`config.mk`:
```
export PLATFORM = sky130hd
export DESIGN_NAME = mac_acc_flat
export DESIGN_NICKNAME = d
export VERILOG_FILES = /design/src/rtl/mac_acc_if.sv /design/src/rtl/mac_acc.sv /design/src/flat_wrapper.sv
export SDC_FILE = /design/constraint.sdc
export NUM_CORES = 1
export LEC_CHECK = 0
export CELL_PAD_IN_SITES_DETAIL_PLACEMENT = 1
export CELL_PAD_IN_SITES_GLOBAL_PLACEMENT = 2
export CORE_UTILIZATION = 25
export CTS_BUF_LIST = sky130_fd_sc_hd__clkbuf_16
export DETAILED_ROUTE_END_ITERATION = 8
export PLACE_DENSITY = 0.71
export SLEW_MARGIN = 25
export SYNTH_ARGS = -nofsm -noshare
export SYNTH_HDL_FRONTEND = slang
export SYNTH_SLANG_ARGS = --single-unit
```
`constraint.sdc`:
```
create_clock -name clk -period 5.1 [get_ports clk]
set_clock_uncertainty 0.15 [all_clocks]
set_input_delay 1.275 -clock clk [delete_from_list [all_inputs] [get_ports clk]]
set_output_delay 1.275 -clock clk [all_outputs]
set_load 0.01 [all_outputs]
```
`src/rtl/mac_acc_if.sv`:
```
// Operand/result handshake bundle for mac_acc.
// The master drives operand beats, flush strobes and result acceptance; the slave is the accumulator.
interface mac_acc_if #(
    parameter int WIDTH_IN  = 8,
    parameter int WIDTH_ACC = 20,
    parameter int WIDTH_CNT = 16
);
    logic                        in_valid_i;
    logic                        in_ready_o;
    logic signed [WIDTH_IN-1:0]  a_i;
    logic signed [WIDTH_IN-1:0]  b_i;
    logic                        flush_i;
    logic                        out_valid_o;
    logic                        out_ready_i;
    logic signed [WIDTH_ACC-1:0] out_data_o;
    logic [WIDTH_CNT-1:0]        out_cnt_o;
    logic                        out_ovf_o;

    modport master (
        output in_valid_i, a_i, b_i, flush_i, out_ready_i,
        input  in_ready_o, out_valid_o, out_data_o, out_cnt_o, out_ovf_o
    );

    modport slave (
        input  in_valid_i, a_i, b_i, flush_i, out_ready_i,
        output in_ready_o, out_valid_o, out_data_o, out_cnt_o, out_ovf_o
    );
endinterface

```
`src/rtl/mac_acc.sv`:
```
// Windowed signed multiply-accumulate with saturation, beat count and sticky overflow.
// A flush strobe closes the window; the result is held until downstream accepts it.
module mac_acc #(
    parameter int WIDTH_IN  = 8,
    parameter int WIDTH_ACC = 20,
    parameter int WIDTH_CNT = 16
) (
    input logic     clk,
    input logic     rst,
    mac_acc_if.slave bus
);
    typedef enum logic [1:0] {
        ACC   = 2'd0,
        FLUSH = 2'd1,
        DRAIN = 2'd2
    } state_t;

    localparam int WIDTH_PROD = 2 * WIDTH_IN;
    localparam logic signed [WIDTH_ACC-1:0] ACC_MAX = {1'b0, {(WIDTH_ACC-1){1'b1}}};
    localparam logic signed [WIDTH_ACC-1:0] ACC_MIN = {1'b1, {(WIDTH_ACC-1){1'b0}}};

    state_t                       state_q;
    state_t                       state_d;
    logic                         pending_q;
    logic                         pending_d;
    logic                         in_ready_q;
    logic                         out_valid_q;
    logic                         accept;
    logic                         out_fire;

    logic signed [WIDTH_PROD-1:0] prod_q;
    logic                         prod_vld_q;
    logic signed [WIDTH_ACC-1:0]  acc_q;
    logic signed [WIDTH_ACC:0]    acc_sum;
    logic signed [WIDTH_ACC-1:0]  acc_sat;
    logic                         sat_hit;
    logic [WIDTH_CNT-1:0]         cnt_q;
    logic                         ovf_q;

    // State register; the handshake flags are registered from the next state
    // so that both read 0 throughout reset.
    always_ff @(posedge clk) begin
        if (rst) begin
            state_q     <= ACC;
            pending_q   <= 1'b0;
            in_ready_q  <= 1'b0;
            out_valid_q <= 1'b0;
        end else begin
            state_q     <= state_d;
            pending_q   <= pending_d;
            in_ready_q  <= (state_d == ACC);
            out_valid_q <= (state_d == DRAIN);
        end
    end

    // Next-state logic. A strobe arriving on the handshake cycle itself is
    // treated like one already pending: the next (empty) window closes at once.
    always_comb begin
        state_d   = state_q;
        pending_d = pending_q;
        unique case (state_q)
            ACC: begin
                if (bus.flush_i) state_d = FLUSH;
            end
            FLUSH: begin
                state_d = DRAIN;
                if (bus.flush_i) pending_d = 1'b1;
            end
            DRAIN: begin
                if (out_fire) begin
                    state_d   = (pending_q || bus.flush_i) ? FLUSH : ACC;
                    pending_d = 1'b0;
                end else if (bus.flush_i) begin
                    pending_d = 1'b1;
                end
            end
            default: begin
                state_d   = ACC;
                pending_d = 1'b0;
            end
        endcase
    end

    // Output / handshake decode.
    always_comb begin
        accept   = bus.in_valid_i && in_ready_q;
        out_fire = out_valid_q && bus.out_ready_i;
    end

    assign bus.in_ready_o  = in_ready_q;
    assign bus.out_valid_o = out_valid_q;
    assign bus.out_data_o  = acc_q;
    assign bus.out_cnt_o   = cnt_q;
    assign bus.out_ovf_o   = ovf_q;

    // One guard bit above the accumulator detects overflow in either direction.
    always_comb begin
        acc_sum = {acc_q[WIDTH_ACC-1], acc_q}
                + {{(WIDTH_ACC+1-WIDTH_PROD){prod_q[WIDTH_PROD-1]}}, prod_q};
        sat_hit = (acc_sum[WIDTH_ACC] != acc_sum[WIDTH_ACC-1]);
        if (!sat_hit) begin
            acc_sat = acc_sum[WIDTH_ACC-1:0];
        end else if (acc_sum[WIDTH_ACC]) begin
            acc_sat = ACC_MIN;
        end else begin
            acc_sat = ACC_MAX;
        end
    end

    always_ff @(posedge clk) begin
        if (rst) begin
            prod_q     <= '0;
            prod_vld_q <= 1'b0;
            acc_q      <= '0;
            cnt_q      <= '0;
            ovf_q      <= 1'b0;
        end else begin
            prod_vld_q <= accept;
            if (accept) begin
                prod_q <= WIDTH_PROD'(bus.a_i) * WIDTH_PROD'(bus.b_i);
            end

            if (out_fire) begin
                acc_q <= '0;
                cnt_q <= '0;
                ovf_q <= 1'b0;
            end else begin
                if (prod_vld_q) begin
                    acc_q <= acc_sat;
                    if (sat_hit) ovf_q <= 1'b1;
                end
                if (accept && (cnt_q != '1)) begin
                    cnt_q <= cnt_q + WIDTH_CNT'(1);
                end
            end
        end
    end
endmodule

```
`src/flat_wrapper.sv`:
```
// flat-port wrapper written by rule: the top's interface ports become plain ports
module mac_acc_flat 
#(
    parameter int WIDTH_IN  = 8,
    parameter int WIDTH_ACC = 20,
    parameter int WIDTH_CNT = 16
)
  (clk, rst, bus_in_valid_i, bus_a_i, bus_b_i, bus_flush_i, bus_out_ready_i, bus_in_ready_o, bus_out_valid_o, bus_out_data_o, bus_out_cnt_o, bus_out_ovf_o);
  mac_acc_if #(.WIDTH_IN(WIDTH_IN), .WIDTH_ACC(WIDTH_ACC), .WIDTH_CNT(WIDTH_CNT)) bus_i ();
  input logic clk;
  input logic rst;
  input wire logic [$bits(bus_i.in_valid_i)-1:0] bus_in_valid_i;
  input wire logic [$bits(bus_i.a_i)-1:0] bus_a_i;
  input wire logic [$bits(bus_i.b_i)-1:0] bus_b_i;
  input wire logic [$bits(bus_i.flush_i)-1:0] bus_flush_i;
  input wire logic [$bits(bus_i.out_ready_i)-1:0] bus_out_ready_i;
  output wire logic [$bits(bus_i.in_ready_o)-1:0] bus_in_ready_o;
  output wire logic [$bits(bus_i.out_valid_o)-1:0] bus_out_valid_o;
  output wire logic [$bits(bus_i.out_data_o)-1:0] bus_out_data_o;
  output wire logic [$bits(bus_i.out_cnt_o)-1:0] bus_out_cnt_o;
  output wire logic [$bits(bus_i.out_ovf_o)-1:0] bus_out_ovf_o;
  assign bus_i.in_valid_i = bus_in_valid_i;
  assign bus_i.a_i = bus_a_i;
  assign bus_i.b_i = bus_b_i;
  assign bus_i.flush_i = bus_flush_i;
  assign bus_i.out_ready_i = bus_out_ready_i;
  assign bus_in_ready_o = bus_i.in_ready_o;
  assign bus_out_valid_o = bus_i.out_valid_o;
  assign bus_out_data_o = bus_i.out_data_o;
  assign bus_out_cnt_o = bus_i.out_cnt_o;
  assign bus_out_ovf_o = bus_i.out_ovf_o;
  mac_acc #(.WIDTH_IN(WIDTH_IN), .WIDTH_ACC(WIDTH_ACC), .WIDTH_CNT(WIDTH_CNT)) u_core (.clk(clk), .rst(rst), .bus(bus_i));
endmodule
```
; ---- Word-level counts from Yosys, hierarchy flattened
; Index checks and enable logic that the tools add are counted.
[word_totals]
in_bits = 21
out_inout_bits = 39
register_bits = 59
[op_classes]
mul = 1
add_sub_neg = 2
eq_ne = 5
mux = 9
n_reduce_logical = 8
[ops]
columns = operator, n
row1 = $mux 20, 2
row2 = $add 20x16->21, 1
row3 = $add 16x1->16 const B, 1
row4 = $mul 8x8->16, 1
row5 = $ne 16x16->1 const B, 1
row6 = $pmux 2 s3, 1
row7 = $eq 2x2->1 const B, 2
row8 = $logic_not 2->1, 2
row9 = $mux 2, 2
row10 = $logic_and 1x1->1, 3
row11 = $mux 1, 3
row12 = $pmux 1 s3, 1
row13 = $eq 2x1->1 const B, 1
row14 = $reduce_and 2->1, 1
row15 = $reduce_or 2->1, 1
row16 = $logic_or 1x1->1, 1
row17 = $ne 1x1->1, 1

; ---- Longest topological paths before layout
[depth]
depth_word = 5
mapped_depth = 18
mapped_depth_nobuf = 18

; ---- Worst setup path after synthesis
; OpenSTA, ideal clock, no wires.
[synth_path]
kind = input-to-reg
from = input bus_a_i[3]
to = register u_core.prod_q[14]
arrival_ps = 5076
path_buffers = 0
cell_stages = 17
path_slack_ps = -188
required_time_ps = 4888
setup_time_ps = 62
cell_sequence = and2_1 > fa_1 > inv_1 > fa_1 > inv_1 > fa_1 > inv_1 > fa_1 > inv_1 > ha_1 > o21ai_0 > nand2b_1 > a21oi_1 > o31ai_1 > a41oi_1 > or4_1 > nand3_1
[synth_between]
elab_chain_len = 1
[synth_rtl]
columns = item, line_no
row1 = start: declaration, flat_wrapper.sv:13  ; input wire logic [$bits(bus_i.a_i)-1:0] bus_a_i;
row2 = $mul 8x8->16, mac_acc.sv:120  ; prod_q <= WIDTH_PROD'(bus.a_i) * WIDTH_PROD'(bus.b_i);
row3 = end signal: assignment, mac_acc.sv:120
row4 = end: declaration, mac_acc.sv:31  ; logic signed [WIDTH_PROD-1:0] prod_q;
; No other way between the ends.
; A chain may end at the register's enable or synchronous reset.

; ---- Final worst setup path
[layout_path]
from = input bus_b_i[4]
to = register u_core.prod_q[14]
[layout_between]
elab_chain_len = 1
[layout_rtl]
columns = item, line_no
row1 = start: declaration, flat_wrapper.sv:14  ; input wire logic [$bits(bus_i.b_i)-1:0] bus_b_i;
row2 = $mul 8x8->16, mac_acc.sv:120
; No other way between the ends.

==> results.cfg <==
[clocking]
cts_buffers = 9
cts-root-buf = clkbuf_16
cts_tree = built
clock_latency_ns = 0.33
cts-htree-levels = 3
ctsLongestPathBuffers = 2
clock-sinks = 59
clk_pin_slew_ns = 0.05
ctsHoldBuffers = 0

[placed_design]
dp_cells = 1109
port_buffers = 59
post-dp-hpwl_um = 12840
dp_slack_ns = -1.031
place.gp.congestion = 0.8341

[floorplanning]
die_width_um = 156.9
core-area_um2 = 23470
ioPinCount = 60
start_util = 0.2555
core.rowCount = 56
die-area_um2 = 24620
dieHeight_um = 156.9

[finish]
nNetsFinal = 937
area_growth_pct = 30.10
fillCellCount = 2762
drive_gt1_frac = 0.1926
n_antenna_cell = 0
multi_input_comb_area_um2 = 4608
fin_cells = 1129
regArea_um2 = 1181

[global_route]
antenna_found_initial = 0
track_usage = 0.1353
grt_pass1_vias = 5291
globalRoute.totalOverflow = 0
grt_pass1_wl_um = 26740
grt_max_degree = 40

[logic_synthesis]
ys_types = 60
seq_area_frac_synth = 0.1969
synth_area_um2 = 5998
syn_inst = 698
synth_ff_type = dfxtp_1
yosysWarningCount = 0
syn_avg_cell_area_um2 = 8.593
synth-seq-cells = 59
synth-edff-count = 0
postSynth.asyncResetShare = 0
synth_nets = 829

[sta]
clock.fmax_mhz = 193.8
whs_ns = 0.3123
hold_violations = 0
period_share = 1.012
rsz0062_at_grt = yes
setup_viol = 2
slew-limit-headroom = 0.4664
slew_violations = 0
period_minus_slack_ns = 5.160
worst_pin_slew_ns = 0.7985
timing.final.ws_setup_ns = -0.05971

[detailed_routing]
drc = 0
drt-initial-drc-count = 176
vias_per_cell = 4.495
ant_nets = 0
wire_per_inst_um = 13.95
via_count = 5075
wirelength_um = 15750
drtPass1Iterations = 4

[power_and_ir_drop]
power_w = 0.003059
powerDensity_nw_per_um2 = 392.0
peakVddDrop_mv = 0.1712
p_leak_nw = 3.284

[setup_path]
path_class = in2reg
crit_required_ns = 5.22
cp-end-kind = register
worstPathMaxFanout = 6
crit_path_start_kind = input port
cp.arrival_ns = 5.28

[outcome]
violations = negative setup slack
outcome = complete, but fails checks

[flow_run]
cap_violations = 0

[worst_hold_path]
hold_path_class = reg2reg
[stage by stage]
stage	util	TNS, ns	area [um^2]
CTS	0.3276	-0.09420	7690
detailed placement	0.3114	-6.107	7308
finish	0.3325	-0.07850	7804
global placement	0.3114	-5.672	7308
global route	0.3325	-0.6681	7804
floorplan	-	-0.1755	6022
[where the power goes]
part	switching, W	internal, W
Sequential	0.0000411	0.000502
Clock	0.000218	0.000371
Combinational	0.000977	0.000949
[logic make-up (layout without fill, tap and decap cells)]
kind of cell	after synthesis	count (layout)	share of synthesized area
muxes	2	2	0.003546
AOI/OAI and AO/OA	152	152	0.1625
and+or+nand+nor	213	213	0.1806
xor gates and xnor gates	42	42	0.06133
adders and majority gates	125	125	0.3262
DFF	59	59	0.1969
buffers and inverters	105	217	0.06884
[critical path, stage by stage]
cell and delay, ns:
buf_8 0.11, and2_4 0.15, fa_1 0.54, inv_2 0.04, fa_1 0.52, inv_2 0.04, fa_1 0.54, inv_2 0.04
fa_1 0.49, inv_2 0.05, ha_4 0.27, o21ai_2 0.05, nand2b_1 0.11, a21oi_2 0.09, o31ai_4 0.25, a41oi_2 0.14
or4_1 0.51, nand3_1 0.07
[worst paths after layout]
kind	slack [ns]	depth (start not counted)	startpoint	to
hold reg to reg	0.31	2	u_core.prod_q[0]	u_core.prod_q[0]
hold / removal	0.31	2	u_core.prod_q[0]	u_core.prod_q[0]
setup reg to reg	1.76	10	u_core.bus.out_data_o[0]	u_core.bus.out_data_o[6]
setup / recovery	-0.06	18	bus_b_i[4]	u_core.prod_q[14]
[cell type report]
class	instances	share of cell area
clock buffer	9	0.02886
clock inverter	6	0.007375
inverter	87	0.04185
multi-input combinational	534	0.5905
sequential	59	0.1514
tap	319	0.05115
timing repair buffer	115	0.1289
[per-layer routing]
layer | global-route usage | vias to the layer above | wire, um
met2 | 0.2351 | 46 | 7655
li1 | - | 2562 | -
met3 | 0.01487 | 6 | 256
met1 | 0.1797 | 2461 | 7727
met5 | 0 | - | 0
met4 | 0.02801 | 0 | 113
[synthesized netlist by cell type, types with 2 or more instances]
master / count / area share
o21ai_1: 2 / 0.0017
a211oi_1: 4 / 0.0050
nor2b_1: 9 / 0.0094
a31oi_1: 3 / 0.0031
o21a_1: 8 / 0.010
a21oi_2: 8 / 0.012
nor4b_1: 2 / 0.0029
or3_1: 3 / 0.0031
or4_1: 2 / 0.0025
nand2_1: 59 / 0.037
maj3_2: 8 / 0.015
and2_1: 48 / 0.050
buf_2: 2 / 0.0017
maj3_1: 7 / 0.012
buf_6: 2 / 0.0038
o31ai_1: 4 / 0.0050
nand2b_1: 7 / 0.0073
a21oi_1: 55 / 0.046
dfxtp_1: 59 / 0.20
fa_1: 56 / 0.19
ha_1: 54 / 0.11
nor3_1: 11 / 0.0092
nand4_1: 5 / 0.0052
o2111ai_1: 2 / 0.0029
a41oi_1: 2 / 0.0029
or2_2: 2 / 0.0021
o211a_1: 2 / 0.0033
nand3_1: 17 / 0.014
inv_1: 87 / 0.054
xor2_1: 22 / 0.032
and3_1: 7 / 0.0073
a21o_1: 5 / 0.0063
clkbuf_1: 13 / 0.0081
o21bai_1: 5 / 0.0063
xnor2_1: 20 / 0.029
nor2_1: 34 / 0.021
nor4_1: 3 / 0.0031
o21ai_0: 37 / 0.031
[sequential cells by signal, indices dropped and copies added (netlist names)]
name                    count
u_core.state_q              2
u_core.pending_q            1
u_core.prod_q              16
u_core.bus.out_valid_o      1
u_core.bus.out_data_o      20
u_core.bus.out_ovf_o        1
u_core.prod_vld_q           1
u_core.bus.out_cnt_o       16
u_core.bus.in_ready_o       1
[cells in the final DEF (no fill, tap or decap), types with 4 or more instances in the layout]
cell type / netlist / final
buf_6: 2 / 5
and3_1: 7 / 7
xor2_1: 22 / 21
maj3_1: 7 / 7
maj3_2: 8 / 8
o21ai_0: 37 / 34
clkdlybuf4s50_1: 0 / 43
inv_1: 87 / 76
nand2_1: 59 / 59
nor3_1: 11 / 11
nand2b_1: 7 / 6
nor2_1: 34 / 32
a211oi_1: 4 / 4
dfxtp_1: 59 / 59
and2_4: 0 / 6
buf_4: 0 / 59
a21oi_1: 55 / 49
and2_1: 48 / 41
o21a_1: 8 / 8
ha_4: 0 / 5
nand3_1: 17 / 17
ha_1: 54 / 48
a21oi_2: 8 / 13
o21bai_1: 5 / 5
clkbuf_16: 0 / 9
nand4_1: 5 / 5
fa_1: 56 / 54
xnor2_1: 20 / 20
nor2b_1: 9 / 6
inv_2: 0 / 11
a21o_1: 5 / 5
[what timing repair did]
item | CTS | global route
pin swaps | 25 | 32
setup endpoints to repair | 7 | 6
buffers inserted | 2 | 3
gates resized for setup | 100 | 37
Note: power is estimated with default switching activity, not from simulation.
